## src/rtl/piso_stream_buffer.sv

```systemverilog
// Parallel-in, serial-out word buffer with valid/ready on both sides.
// Truncates each block to a programmable count and reloads on the last-word cycle.
module piso_stream_buffer #(
  parameter int unsigned WIDTH     = 64,
  parameter int unsigned DEPTH     = 17,
  parameter bit          MSW_FIRST = 1'b1,
  localparam int unsigned CNT_W    = $clog2(DEPTH + 1)
) (
  input  logic                   clk,
  input  logic                   rst_n,
  input  logic                   in_valid,
  output logic                   in_ready,
  input  logic [DEPTH*WIDTH-1:0] in_data,
  input  logic [CNT_W-1:0]       in_count,
  input  logic                   in_last,
  output logic                   out_valid,
  input  logic                   out_ready,
  output logic [WIDTH-1:0]       out_data,
  output logic                   out_last,
  input  logic                   flush,
  output logic                   busy
);

  logic [CNT_W-1:0] rem_q, rem_d;
  logic             last_q, last_d;
  logic             out_valid_q, out_last_q;
  logic [WIDTH-1:0] head_q, head_d;
  logic [WIDTH-1:0] tail_q [DEPTH-1];
  logic [WIDTH-1:0] tail_d [DEPTH-1];
  logic [WIDTH-1:0] ordered [DEPTH];
  logic [CNT_W-1:0] eff_cnt;
  logic             load;
  logic             fire;

  assign in_ready  = rst_n && !flush &&
                     ((rem_q == '0) || ((rem_q == CNT_W'(1)) && out_ready));
  assign load      = in_valid && in_ready;
  assign fire      = out_valid_q && out_ready;
  assign out_valid = out_valid_q;
  assign out_last  = out_last_q;
  assign out_data  = head_q;
  assign busy      = out_valid_q;

  // Reorder the incoming block so that index 0 is the first word to leave.
  always_comb begin
    for (int i = 0; i < int'(DEPTH); i++) begin
      if (MSW_FIRST) ordered[i] = in_data[(int'(DEPTH) - i)*int'(WIDTH) - 1 -: WIDTH];
      else           ordered[i] = in_data[(i + 1)*int'(WIDTH) - 1 -: WIDTH];
    end
  end

  // Zero or oversized counts mean a full block.
  always_comb begin
    eff_cnt = in_count;
    if ((in_count == '0) || (in_count > CNT_W'(DEPTH))) eff_cnt = CNT_W'(DEPTH);
  end

  // Next state: flush beats load, load beats the output shift.
  always_comb begin
    rem_d  = rem_q;
    last_d = last_q;
    head_d = head_q;
    tail_d = tail_q;
    if (flush) begin
      rem_d  = '0;
      last_d = 1'b0;
    end else if (load) begin
      rem_d  = eff_cnt;
      last_d = in_last;
      head_d = ordered[0];
      for (int i = 0; i < int'(DEPTH) - 1; i++) tail_d[i] = ordered[i + 1];
    end else if (fire) begin
      rem_d  = rem_q - CNT_W'(1);
      head_d = tail_q[0];
      for (int i = 0; i < int'(DEPTH) - 2; i++) tail_d[i] = tail_q[i + 1];
    end
  end

  always_ff @(posedge clk or negedge rst_n) begin
    if (!rst_n) begin
      rem_q       <= '0;
      last_q      <= 1'b0;
      head_q      <= '0;
      out_valid_q <= 1'b0;
      out_last_q  <= 1'b0;
    end else begin
      rem_q       <= rem_d;
      last_q      <= last_d;
      head_q      <= head_d;
      out_valid_q <= (rem_d != '0);
      out_last_q  <= last_d && (rem_d == CNT_W'(1));
    end
  end

  // Word storage behind the head carries no reset.
  always_ff @(posedge clk) begin
    tail_q <= tail_d;
  end

endmodule

```

## config.mk

```make
export PLATFORM = sky130hd
export DESIGN_NAME = piso_stream_buffer
export DESIGN_NICKNAME = d
export VERILOG_FILES = /design/src/rtl/piso_stream_buffer.sv
export SDC_FILE = /design/constraint.sdc
export NUM_CORES = 2
export LEC_CHECK = 0
export ABC_AREA = 1
export CORE_AREA = 10 10 446 448
export DETAILED_ROUTE_END_ITERATION = 16
export DIE_AREA = 0 0 456 458
export HOLD_SLACK_MARGIN = 0.15
export PLACE_DENSITY_LB_ADDON = 0.2
export RECOVER_POWER = 25
export SYNTH_ARGS = -nofsm -noshare
export SYNTH_HDL_FRONTEND = slang
export SYNTH_SLANG_ARGS = --single-unit
```

## constraint.sdc

```tcl
create_clock -name clk -period 29 [get_ports clk]
set_input_delay 2.9 -clock clk [delete_from_list [all_inputs] [get_ports clk]]
set_output_delay 2.9 -clock clk [all_outputs]
set_load 0.03 [all_outputs]
```

==> flow_summary.toml <==
[detailed_routing]
post_drt_wl_per_cell_um = 20.9
drc = 0
wl_um = 174000
ant_nets = 0
vias_per_cell = 4.07
drt_iter0_markers = 2364
vias = 33786
drt_pass1_iterations = 5

[cts]
clock-root-buffer = "clkbuf_16"
clk_pin_slew_ps = 60
ctsHoldBuffers = 0
clk_path_buf_depth = 3
cts_max_level = 4
numCtsBuffers = 135
cts_setup_buffers = 0
cts_resized = 0
cts.sinks = 1096
cts_tree = "yes"
clk_latency_ps = 800

[final_layout]
syn2layout_area_growth_pct = 38.5
instances_no_fill = 8310
final_util_pct = 33.9
nets = 6756
final_area_mm2 = 0.0643
n_fill_cell = 19422
layout-drive-gt1-share_pct = 3.44

[worst_setup_path]
r2r_start = "rem_q[0]"
critPathMaxFanout = 161
crit_family = "buffers and inverters"
start_kind = "input pin"
criticalPathCategory = "input pin to flip-flop"
crit_buf_inv = 4
crit_slowest_cell = "clkbuf_1"
required_ps = 29390
endpoint_kind = "flip-flop"
crit_chain = "dlygate4sd3_1, inv_1, nand3_1, nor2_1, nand2_1, a21oi_1, clkbuf_1, buf_4"
crit_path_start = "flush"
r2r_setup_slack_ps = 14270
critPathMaxStageDelay_ps = 6220
cp.arrival_ps = 17340

[die]
fp.dieW_um = 456
ioPinCount = 1167
die-area_mm2 = 0.209
start_util_pct = 24.5
core-area_mm2 = 0.190
dieHeight_um = 458
row_count = 160

[synth]
ys_async_sr_fraction_pct = 6.57
synth_cells = 4562
synth-seq-area-share_pct = 70.1
ys_ff_latch = 1096
synth-edff-count = 1024
synth.cell_area_mm2 = 0.0464
synth_top_cell_area_share_pct = 66.2
syn_nets = 5664
yosysUniqueCellTypes = 23
synthFlopType = "edfxtp_1"
synthTopCellsByArea = "edfxtp_1 66%, nand2_1 23%, dfrtp_1 3.9%, buf_2 1.8%, nor2_1 1.1%"
yosysTopAreaCell = "edfxtp_1"
yosys_warnings = 0
syn_avg_cell_area_um2 = 10.2

[global_routing]
grt_pass1_wl_um = 245000
grt_max_degree = 199
grt_pass1_vias = 34641
grt.total_usage_pct = 16.0
antenna_found_initial = 105
overflow = 0

[timing]
whs_ps = 480
relSlewSlack_pct = -488
final_max_slew_viol_count = 1083
finalClockSkew_ps = 35.9
hold_viol = 0
fin_crit_sh_pct = 58.4
rsz0062_at_grt = "no"
worst_slew_pin_slew_ps = 8820
setup_slack_ps = 12050
timing.fmax_mhz = 59.0
min_period_ps = 16950
setup_tns_ps = 0
setup_viol = 0

[worst_hold_path]
hold_class = "flip-flop to flip-flop"
hold_start = "out_data[27]"

[placed_design]
routabilityCongestion = 0.865
portBuffers = 1166
dp_hpwl_um = 129000
post-place-ws_ps = 19780
dpl_cell_area_mm2 = 0.0602
place_inst = 8028

[power]
leakage_nw = 25.8
irDropWorstVdd_mv = 0.0414
power_mw = 4.76
power.density_mw_per_mm2 = 74.0

[run_status]
status = "finished with violations"
failed_checks = "max-capacitance violations, max-slew violations"

[run]
max_cap_viol_count = 11
[state kept, by name, summed over array words and instances (netlist names)]
register  count
out_last      1
busy          1
tail_q     1024
rem_q         5
out_data     64
last_q        1
[synthesized netlist by cell type, types with 2 or more instances]
cell and count:
nand4_1 2, dfrtp_1 72, ha_1 3, nand2_1 2904
inv_2 3, o21ai_0 22, buf_4 67, nand3_1 13
nor2_1 141, edfxtp_1 1024, o21ai_1 45, buf_2 167
clkbuf_1 8, o21a_1 64, inv_1 19
[path summary, 6_finish.rpt]
kind | cells after the start | to
min in group asynchronous | 1 | out_data[2]
setup reg to reg | 10 | tail_q[249]
setup / recovery | 8 | tail_q[249]
hold reg to reg | 1 | out_data[27]
hold / removal | 1 | out_data[27]
max in group asynchronous | 2 | out_data[39]
[worst register-to-register path, stage by stage, from the launching register on]
cell and delay, ps:
dfrtp_1 410, inv_1 130, ha_1 170, inv_1 40
nand2_1 60, nand2_1 60, nor2_1 300, nand2_1 2210
a21oi_1 2870, clkbuf_1 6230, buf_4 1760
[placed cells by master, fill, tap and decap left out]
| cell | count |
|---|---|
| clkinvlp_4 | 3 |
| clkinv_2 | 9 |
| and2_1 | 1 |
| o21ai_0 | 26 |
| clkdlybuf4s50_1 | 1033 |
| dlygate4sd3_1 | 132 |
| o21a_1 | 64 |
| nor2_1 | 142 |
| clkbuf_16 | 139 |
| nand4_1 | 2 |
| clkbuf_1 | 50 |
| clkinv_8 | 4 |
| xor2_1 | 1 |
| diode_2 | 40 |
| nor3_1 | 1 |
| ha_1 | 3 |
| inv_6 | 7 |
| edfxtp_1 | 1024 |
| clkbuf_8 | 6 |
| nand2_1 | 2905 |
| buf_12 | 5 |
| nand3_1 | 14 |
| clkinv_1 | 29 |
| clkinv_4 | 2 |
| dfrtp_1 | 72 |
| inv_1 | 20 |
| bufinv_16 | 3 |
| o21ai_1 | 41 |
| buf_4 | 18 |
| a21oi_1 | 1 |
| inv_2 | 2 |
[where the power goes]
part | internal, mW | total (mW) | switching [mW]
logic | 0.387 | 0.966 | 0.579
registers | 2.11 | 2.20 | 0.0855
clock network | 0.922 | 1.60 | 0.679
total | 3.42 | 4.76 | 1.34
[final cells by class]
| type | count | area (um2) | share of cell area, % |
|---|---|---|---|
| Sequential cell | 1096 | 32600 | 50.6 |
| Multi-Input combinational cell | 3201 | 12400 | 19.3 |
| Timing Repair Buffer | 1198 | 11900 | 18.6 |
| Clock buffer | 185 | 3710 | 5.77 |
| Tap cell | 2511 | 3140 | 4.88 |
| Clock inverter | 57 | 410 | 0.638 |
| Antenna cell | 40 | 100 | 0.156 |
| Inverter | 22 | 82.6 | 0.128 |
[routing by layer]
metal  vias to the layer above  global-route usage [%]  share of wire [%]
li1                      17025                       -                  -
met1                     15328                    17.2                 38
met2                      1028                    28.9                 52
met3                       321                    5.97                7.7
met4                        84                    5.03                2.7
met5                         -                       0               0.30
[cells by family after synthesis]
| kind of cell | synth area share (%) |
|---|---|
| buf+inv | 3.15 |
| simple gates | 24.9 |
| fa+ha+maj | 0.0809 |
| flops | 70.1 |
| compound gates | 1.78 |
| xor+xnor | 0.0189 |
No activity file was read; power rests on OpenSTA's default activity.
